===== src/rtl/mem_arb_pkg.sv =====
// mem_arb_pkg: shared constants for the memory-port arbiter.
// FSM encoding is one-hot so each state test reduces to a single flop bit.
package mem_arb_pkg;

    // One-hot arbiter states.
    localparam logic [2:0] ST_IDLE    = 3'b001;
    localparam logic [2:0] ST_GRANT   = 3'b010;
    localparam logic [2:0] ST_RELEASE = 3'b100;

    // Requester identities: port 0 is the I-cache, port 1 the D-cache.
    localparam logic OWNER_I = 1'b0;
    localparam logic OWNER_D = 1'b1;

    // Default cap on beats a locked owner may hold while the other waits.
    localparam int MAX_BURST_DEFAULT = 8;

    // Width of a counter that must hold 0..max_burst inclusive.
    function automatic int beat_cnt_width(input int max_burst);
        return $clog2(max_burst) + 1;
    endfunction

endpackage


===== src/rtl/rr_pick.sv =====
// rr_pick: two-way round-robin pick, purely combinational.
// With both requests active the port that did not own last wins; a lone
// request always wins. winner holds last_owner when nothing is requested.
module rr_pick
    import mem_arb_pkg::*;
(
    input  logic req0,
    input  logic req1,
    input  logic last_owner,
    output logic grant,
    output logic winner
);

    // Select the winner from the request pair and the previous owner.
    always_comb begin
        grant  = req0 | req1;
        winner = last_owner;
        if (req0 && req1) begin
            winner = ~last_owner;
        end else if (req0) begin
            winner = OWNER_I;
        end else if (req1) begin
            winner = OWNER_D;
        end
    end

endmodule


===== src/rtl/mem_port_arbiter.sv =====
// mem_port_arbiter: shares one main-memory port between the I-cache (port 0)
// and D-cache (port 1) refill/write-back paths. Round-robin arbitration with
// a lock that keeps the grant across a cache-line burst, capped at MAX_BURST
// beats while the other port is waiting. Every grant ends with a one-cycle
// RELEASE bubble so beats never run back to back across owners.
// Optional build macro ARB_PERF_COUNTERS_EN adds grant/contention counters.
module mem_port_arbiter
    import mem_arb_pkg::*;
#(
    parameter int ADDR_W    = 32,
    parameter int DATA_W    = 32,
    parameter int MAX_BURST = MAX_BURST_DEFAULT
) (
    input  logic                clk,
    input  logic                reset,
    input  logic                r0_valid,
    input  logic                r1_valid,
    input  logic                r0_lock,
    input  logic                r1_lock,
    input  logic [ADDR_W-1:0]   r0_addr,
    input  logic [ADDR_W-1:0]   r1_addr,
    input  logic [DATA_W-1:0]   r0_wdata,
    input  logic [DATA_W-1:0]   r1_wdata,
    input  logic [DATA_W/8-1:0] r0_wstrb,
    input  logic [DATA_W/8-1:0] r1_wstrb,
    output logic                r0_ready,
    output logic                r1_ready,
    output logic [DATA_W-1:0]   r0_rdata,
    output logic [DATA_W-1:0]   r1_rdata,
    output logic                m_valid,
    output logic [ADDR_W-1:0]   m_addr,
    output logic [DATA_W-1:0]   m_wdata,
    output logic [DATA_W/8-1:0] m_wstrb,
    input  logic                m_ready,
    input  logic [DATA_W-1:0]   m_rdata,
    output logic                owner,
    output logic                busy
`ifdef ARB_PERF_COUNTERS_EN
    ,
    output logic [31:0]         grants0,
    output logic [31:0]         grants1,
    output logic [31:0]         contention
`endif
);

    localparam int              CNT_W   = beat_cnt_width(MAX_BURST);
    localparam logic [CNT_W-1:0] MAX_CNT = CNT_W'(MAX_BURST);
    localparam logic [CNT_W:0]   MAX_EXT = (CNT_W + 1)'(MAX_BURST);

    logic [2:0]       state_q, state_d;
    logic             owner_q, owner_d;
    logic [CNT_W-1:0] beat_cnt_q, beat_cnt_d;

    logic             arb_grant;
    logic             arb_winner;
    logic             in_grant;
    logic             own_valid;
    logic             own_lock;
    logic             oth_valid;
    logic             beat;
    logic             forced_rel;
    logic [CNT_W:0]   cnt_inc;

    rr_pick u_rr_pick (
        .req0       (r0_valid),
        .req1       (r1_valid),
        .last_owner (owner_q),
        .grant      (arb_grant),
        .winner     (arb_winner)
    );

    // Owner-relative view of the requesters and the beat / forced-release events.
    always_comb begin
        in_grant   = (state_q == ST_GRANT);
        own_valid  = owner_q ? r1_valid : r0_valid;
        own_lock   = owner_q ? r1_lock  : r0_lock;
        oth_valid  = owner_q ? r0_valid : r1_valid;
        beat       = in_grant && own_valid && m_ready;
        cnt_inc    = {1'b0, beat_cnt_q} + {{CNT_W{1'b0}}, 1'b1};
        // Lock is sampled on the beat itself, so a lock rising with m_ready counts.
        forced_rel = beat && own_lock && oth_valid && (cnt_inc >= MAX_EXT);
    end

    // Next-state logic for the IDLE / GRANT / RELEASE sequence.
    always_comb begin
        state_d    = state_q;
        owner_d    = owner_q;
        beat_cnt_d = beat_cnt_q;
        case (state_q)
            ST_IDLE: begin
                if (arb_grant) begin
                    state_d    = ST_GRANT;
                    owner_d    = arb_winner;
                    beat_cnt_d = '0;
                end
            end
            ST_GRANT: begin
                if (beat) begin
                    // Saturate rather than wrap so a long uncontended locked
                    // burst still triggers a release once the other port asks.
                    if (beat_cnt_q != MAX_CNT) begin
                        beat_cnt_d = cnt_inc[CNT_W-1:0];
                    end
                    if (!own_lock || forced_rel) begin
                        state_d = ST_RELEASE;
                    end
                end else if (!own_valid && !own_lock) begin
                    // Owner withdrew before completion: give up the port, no beat.
                    state_d = ST_RELEASE;
                end
            end
            ST_RELEASE: begin
                state_d = ST_IDLE;
            end
            default: begin
                state_d = ST_IDLE;
            end
        endcase
    end

    // State registers; reset leaves owner=1 so port 0 wins the first contention.
    always_ff @(posedge clk or posedge reset) begin
        if (reset) begin
            state_q    <= ST_IDLE;
            owner_q    <= OWNER_D;
            beat_cnt_q <= '0;
        end else begin
            state_q    <= state_d;
            owner_q    <= owner_d;
            beat_cnt_q <= beat_cnt_d;
        end
    end

    // Downstream request path: owner's signals only while granted.
    always_comb begin
        m_valid = in_grant && own_valid;
        m_addr  = '0;
        m_wdata = '0;
        m_wstrb = '0;
        if (in_grant) begin
            m_addr  = owner_q ? r1_addr  : r0_addr;
            m_wdata = owner_q ? r1_wdata : r0_wdata;
            m_wstrb = owner_q ? r1_wstrb : r0_wstrb;
        end
    end

    // Return path: ready steered to the owner, read data fanned out to both.
    always_comb begin
        r0_ready = beat && (owner_q == OWNER_I);
        r1_ready = beat && (owner_q == OWNER_D);
        r0_rdata = reset ? '0 : m_rdata;
        r1_rdata = reset ? '0 : m_rdata;
        owner    = owner_q;
        busy     = in_grant;
    end

`ifdef ARB_PERF_COUNTERS_EN
    logic [31:0] grants0_q, grants0_d;
    logic [31:0] grants1_q, grants1_d;
    logic [31:0] contention_q, contention_d;
    logic        arb_conflict;

    // Count grants per port and contention events (IDLE conflicts, forced releases).
    always_comb begin
        arb_conflict = (state_q == ST_IDLE) && r0_valid && r1_valid;
        grants0_d    = grants0_q;
        grants1_d    = grants1_q;
        contention_d = contention_q;
        if ((state_q == ST_IDLE) && arb_grant) begin
            if (arb_winner == OWNER_I) begin
                grants0_d = grants0_q + 32'd1;
            end else begin
                grants1_d = grants1_q + 32'd1;
            end
        end
        if (arb_conflict || forced_rel) begin
            contention_d = contention_q + 32'd1;
        end
    end

    // Counter registers, cleared by reset and wrapping naturally.
    always_ff @(posedge clk or posedge reset) begin
        if (reset) begin
            grants0_q    <= '0;
            grants1_q    <= '0;
            contention_q <= '0;
        end else begin
            grants0_q    <= grants0_d;
            grants1_q    <= grants1_d;
            contention_q <= contention_d;
        end
    end

    assign grants0    = grants0_q;
    assign grants1    = grants1_q;
    assign contention = contention_q;
`endif

endmodule


===== config.mk =====
export PLATFORM = sky130hd
export DESIGN_NAME = mem_port_arbiter
export DESIGN_NICKNAME = d
export VERILOG_FILES = /design/src/rtl/mem_arb_pkg.sv /design/src/rtl/rr_pick.sv /design/src/rtl/mem_port_arbiter.sv
export SDC_FILE = /design/constraint.sdc
export NUM_CORES = 1
export LEC_CHECK = 0
export ABC_AREA = 1
export BUFFER_PORTS_ARGS = -buffer_cell sky130_fd_sc_hd__buf_4
export CAP_MARGIN = 25
export CELL_PAD_IN_SITES_DETAIL_PLACEMENT = 0
export CELL_PAD_IN_SITES_GLOBAL_PLACEMENT = 1
export CORE_MARGIN = 4
export CORE_UTILIZATION = 16
export DETAILED_ROUTE_END_ITERATION = 8
export PLACE_DENSITY_LB_ADDON = 0.1
export SETUP_SLACK_MARGIN = 0.05
export SLEW_MARGIN = 20
export SYNTH_ARGS = -nofsm -noshare
export SYNTH_HDL_FRONTEND = slang
export SYNTH_HIERARCHICAL = 1
export SYNTH_SLANG_ARGS = --single-unit

===== constraint.sdc =====
create_clock -name clk -period 1.8 [get_ports clk]
set_input_delay 0.18 -clock clk [delete_from_list [all_inputs] [get_ports clk]]
set_output_delay 0.18 -clock clk [all_outputs]
set_load 0.01 [all_outputs]

Yosys cells after proc, flatten, opt, wreduce, memory -nomap -nowiden
Index checks and enable logic that the tools add are counted.
{"block": "totals", "reg_bits": 8, "input_bits": 175, "out_inout_bits": 137, "elab_cells": 54}
{"block": "classes", "addsub": 1, "magnitude_cmp": 1, "eq_ne": 8, "n_mux": 22, "bitwise": 2, "reduce_logical": 17}
{"operator": "two-way mux 32 bit", "n": 5}
{"operator": "two-way mux 4 bit", "n": 5}
{"operator": "two-way mux 3 bit", "n": 4}
{"operator": "logical AND 1 bit", "n": 9}
{"operator": "case mux 4 bit (2 select lines)", "n": 1}
{"operator": "two-way mux 1 bit", "n": 6}
{"operator": "case mux 3 bit (2 select lines)", "n": 1}
{"operator": "AND reduction 3 bit", "n": 2}
{"operator": "adder 4 x 1 -> 5 bit (second input constant)", "n": 1}
{"operator": "greater-or-equal comparator 5 x 4 -> 1 bit (second input constant)", "n": 1}
{"operator": "inequality test 2 x 1 -> 1 bit (second input constant)", "n": 2}
{"operator": "inequality test 4 bit (second input constant)", "n": 1}
{"operator": "AND reduction 4 bit", "n": 1}
{"operator": "equality test 3 x 1 -> 1 bit (second input constant)", "n": 1}
{"operator": "equality test 3 x 2 -> 1 bit (second input constant)", "n": 1}
{"operator": "inequality test 3 x 1 -> 1 bit (second input constant)", "n": 1}
{"operator": "inequality test 3 x 2 -> 1 bit (second input constant)", "n": 1}
{"operator": "nonzero test 3 bit", "n": 1}
{"operator": "logical NOT 1 bit", "n": 2}
{"operator": "inequality test 2 bit (second input constant)", "n": 1}
{"operator": "nonzero test 2 bit", "n": 1}
{"operator": "logical OR 1 bit", "n": 1}
{"operator": "NOT 1 bit", "n": 1}
{"operator": "OR 1 bit", "n": 1}

Logic depth before layout (Yosys ltp)
{"block": "logic_depth", "word_depth": 10, "depth_mapped": 9, "ltp_nobuf": 9}

Hierarchy
Netlist, hierarchy kept.
{"mod": "mem_port_arbiter", "n_inst": 1, "cells_per_inst": 406, "area_each_um2": 2018.2, "seq_area_each_um2": 202.7}
{"mod": "rr_pick", "n_inst": 1, "cells_per_inst": 6, "area_each_um2": 25.0, "seq_area_each_um2": 0.0}

Worst setup path after synthesis
No wires, ideal clock.
{"block": "synth_path", "path_kind": "register to output", "start": "register owner_q (netlist: owner)", "end": "output port m_addr[11]", "arrival_ns": 1.321, "required_ns": 1.620, "setup_slack_ns": 0.299, "stages_incl_launch_ff": 6, "path_buffers": 3, "cell_sequence": "dfstp_2 > buf_4 > buf_6 > buf_2 > nand2_1 > a21oi_1"}
{"block": "synth_via", "elab_chain_cells": 2}
{"item": "start: declaration", "line_no": "mem_port_arbiter.sv:51", "rtl": "logic owner_q, owner_d;"}
{"item": "start signal: assignment", "line_no": "mem_port_arbiter.sv:129", "rtl": "owner_q <= owner_d;"}
{"item": "two-way mux 32 bit", "line_no": "mem_port_arbiter.sv:141", "rtl": "m_addr = owner_q ? r1_addr : r0_addr;"}
{"item": "two-way mux 32 bit", "line_no": "mem_port_arbiter.sv:140", "rtl": "if (in_grant) begin"}
{"item": "end: declaration", "line_no": "mem_port_arbiter.sv:31", "rtl": "output logic [ADDR_W-1:0] m_addr,"}
No other way between the ends.

Worst setup path in the final report
{"block": "layout_path", "start": "register owner_q (netlist: owner)", "end": "output port m_addr[1]"}
The elaborated chain is that of the path after synthesis.

==> flow_summary.ini <==
[run_status]
status = finished clean

[power_and_ir_drop]
power.leakage_uw = 0.002633
p_per_area_nw_per_um2 = 936.5
peakVddDrop_uv = 541.0
p_total_uw = 4289

[grt]
antenna_found_initial = 0
grt_pass1_vias = 3260
grt_pass1_wl_um = 17660
grt_max_degree = 60
grt_use_total = 0.1507
grt-ovfl-total = 0

[yosys]
synthAdderAreaFrac = 0.01225
synth_flop_cell = dfrtp_1
synth-edff-count = 0
yosys_warnings = 6
synth_compound_area_frac = 0.1947
ys_ff_latch = 8
synth_top_family_by_area = simple AND/OR/NAND/NOR gates
syn_nets = 589
avgSynthCellArea_sq_um = 4.959
synth_common_cells = 158 x nand2_1, 69 x a21oi_1, 47 x nor2_1
synth_area_sq_um = 2043
async_flop_share = 1.000
synth_top_area_share = 0.2903
synth_most_common_cell = nand2_1
seq_area_frac_synth = 0.09920
yosys.area_share.simple = 0.4268
synth_mux_area_frac = 0
synthXorXnorAreaFrac = 0.004287
syn_inst = 412
synthTopCellsByArea = nand2_1 29%, a21oi_1 17%, buf_4 12%, nor2_1 8.6%, inv_1 7.7%
synth.largest_area_cell = nand2_1
synth.distinct_cells = 24

[final_layout]
antennaDiodeCount = 0
syn_to_final_growth_pct = 124.1
multiInputGateArea_sq_um = 1351
fin_nets = 861
seq_area_sq_um = 202.7
fillers = 1447
layout-drive-gt1-share = 0.5212
fin_cells = 855

[cts]
clock_path_buffers = 2
clk_latency_ns = 0.23
clk_pin_slew_ns = 0.04
numCtsBuffers = 3
clock_sinks = 8
cts_max_level = 1
cts_tree = done
cts-root-buf = clkbuf_16

[worst_setup_path]
path_max_fanout = 30
critPathKind = flip-flop to output pin
critPathArrivalTime_ns = 1.53
cp-start-kind = flip-flop
crit_path_end_kind = output pin
cp.required_ns = 1.62

[flow_run]
maxCapViolations = 0

[hold_path]
min_path_type = primary input to async pin

[floorplan]
std_cell_rows = 41
start_util = 0.1626
num_io_pins = 312
die_area_sq_um = 14640
core_sq_um = 12570
die_x_um = 121.0
die_y_um = 121.0

[route]
avgViaCountPerCell = 4.104
ant_nets = 0
dr.pass1.iters = 4
wl_per_cell_um = 15.59
routed_wl_um = 13330
drc = 0
vias = 3509
detail_route.iter0.violations = 177

[sta]
rsz0062_at_grt = true
slew_headroom = 0.7769
post-route-period-util = 0.9513
setup_slack_ns = 0.08770
layout_min_cycle_time_ns = 1.712
fin_setup_tns_ns = 0
fmax_mhz = 584.0
hold_viol_final = 0
whs_ns = 0.07653
worst_pin_slew_ns = 0.3343
clock_skew_ns = 0.004523
finalMaxSlewViolations = 0
setup_violations = 0

[placed_design]
dp_hpwl_um = 10440
dp_worst_setup_slack_ns = 0.3154
dp.cells = 844
gp_congestion = 0.8237
port_buffers = 311
-- state kept, by name, indices dropped and copies added (netlist names) --
signal	cells
beat_cnt_q	4
state_q	3
owner	1
-- what timing repair did --
item,4_1_cts,5_1_grt
hold buffers,0,0
gates resized for setup,0,17
endpoints found under the setup margin,0,47
buffers inserted,0,2
-- final timing paths --
kind / start / end / slack [ns] / cells past startpoint
worst max-delay path: owner$_DFFE_PP1P_ / m_addr[1] / 0.09 / 5
worst min-delay path: reset / beat_cnt_q[2]$_DFFE_PP0P_ / 0.08 / 2
worst max register to register: owner$_DFFE_PP1P_ / state_q[1]$_DFFE_PP0P_ / 0.30 / 6
worst min register to register: beat_cnt_q[1]$_DFFE_PP0P_ / beat_cnt_q[1]$_DFFE_PP0P_ / 0.58 / 2
max in group asynchronous: reset / state_q[0]$_DFFE_PP1P_ / 1.43 / 2
min in group clk: r1_valid / owner$_DFFE_PP1P_ / 0.33 / 5
-- placed cells by master, fill, tap and decap left out, types with 2 or more instances in the layout --
| master | count |
|---|---|
| buf_12 | 5 |
| o21ai_1 | 5 |
| inv_2 | 3 |
| dfrtp_1 | 6 |
| nor2_2 | 3 |
| buf_6 | 3 |
| nand2_2 | 4 |
| ha_1 | 2 |
| buf_4 | 316 |
| nand2_1 | 155 |
| nand3_2 | 2 |
| inv_1 | 42 |
| nor2_1 | 46 |
| a21oi_2 | 8 |
| a21oi_1 | 61 |
| clkbuf_16 | 5 |
| dfstp_2 | 2 |
| nand3_1 | 5 |
-- final cells by class --
class                           count  area share
Clock buffer                        4     0.01721
Inverter                           46     0.03825
Multi-Input combinational cell    299      0.2951
Sequential cell                     8     0.04426
Tap cell                          172     0.04699
Timing Repair Buffer              326      0.5582
-- kinds of logic after synthesis --
group | after synthesis
simple gates | 219
buf+inv | 105
compound gates | 77
flops | 8
fa+ha+maj | 2
xor+xnor | 1
-- metrics by stage --
stage | util | cell area [sq um]
6_report | 0.3644 | 4579
3_3_place_gp | 0.3443 | 4327
2_1_floorplan | - | 2043
5_1_grt | 0.3644 | 4579
4_1_cts | 0.3505 | 4405
3_5_place_dp | 0.3443 | 4327
-- report_power, final --
group,internal (uW),total (uW),switching (uW)
Combinational,1580,3570,1980
Clock,296,390,94.6
Sequential,257,331,74.6
-- layer usage --
metal,vias up,part of all wire,GRT usage
li1,1771,-,-
met1,1579,0.36,0.1648
met2,151,0.55,0.3015
met3,8,0.081,0.03497
met4,0,0.0057,0.01275
met5,-,0,0
-- worst max-delay path, cell delays in order (launching register included) --
cell and delay, ns:
dfstp_2 0.65, inv_4 0.12, buf_12 0.19, nand2_1 0.11
a21oi_1 0.07, buf_4 0.14
No activity file was read; power rests on OpenSTA's default activity.
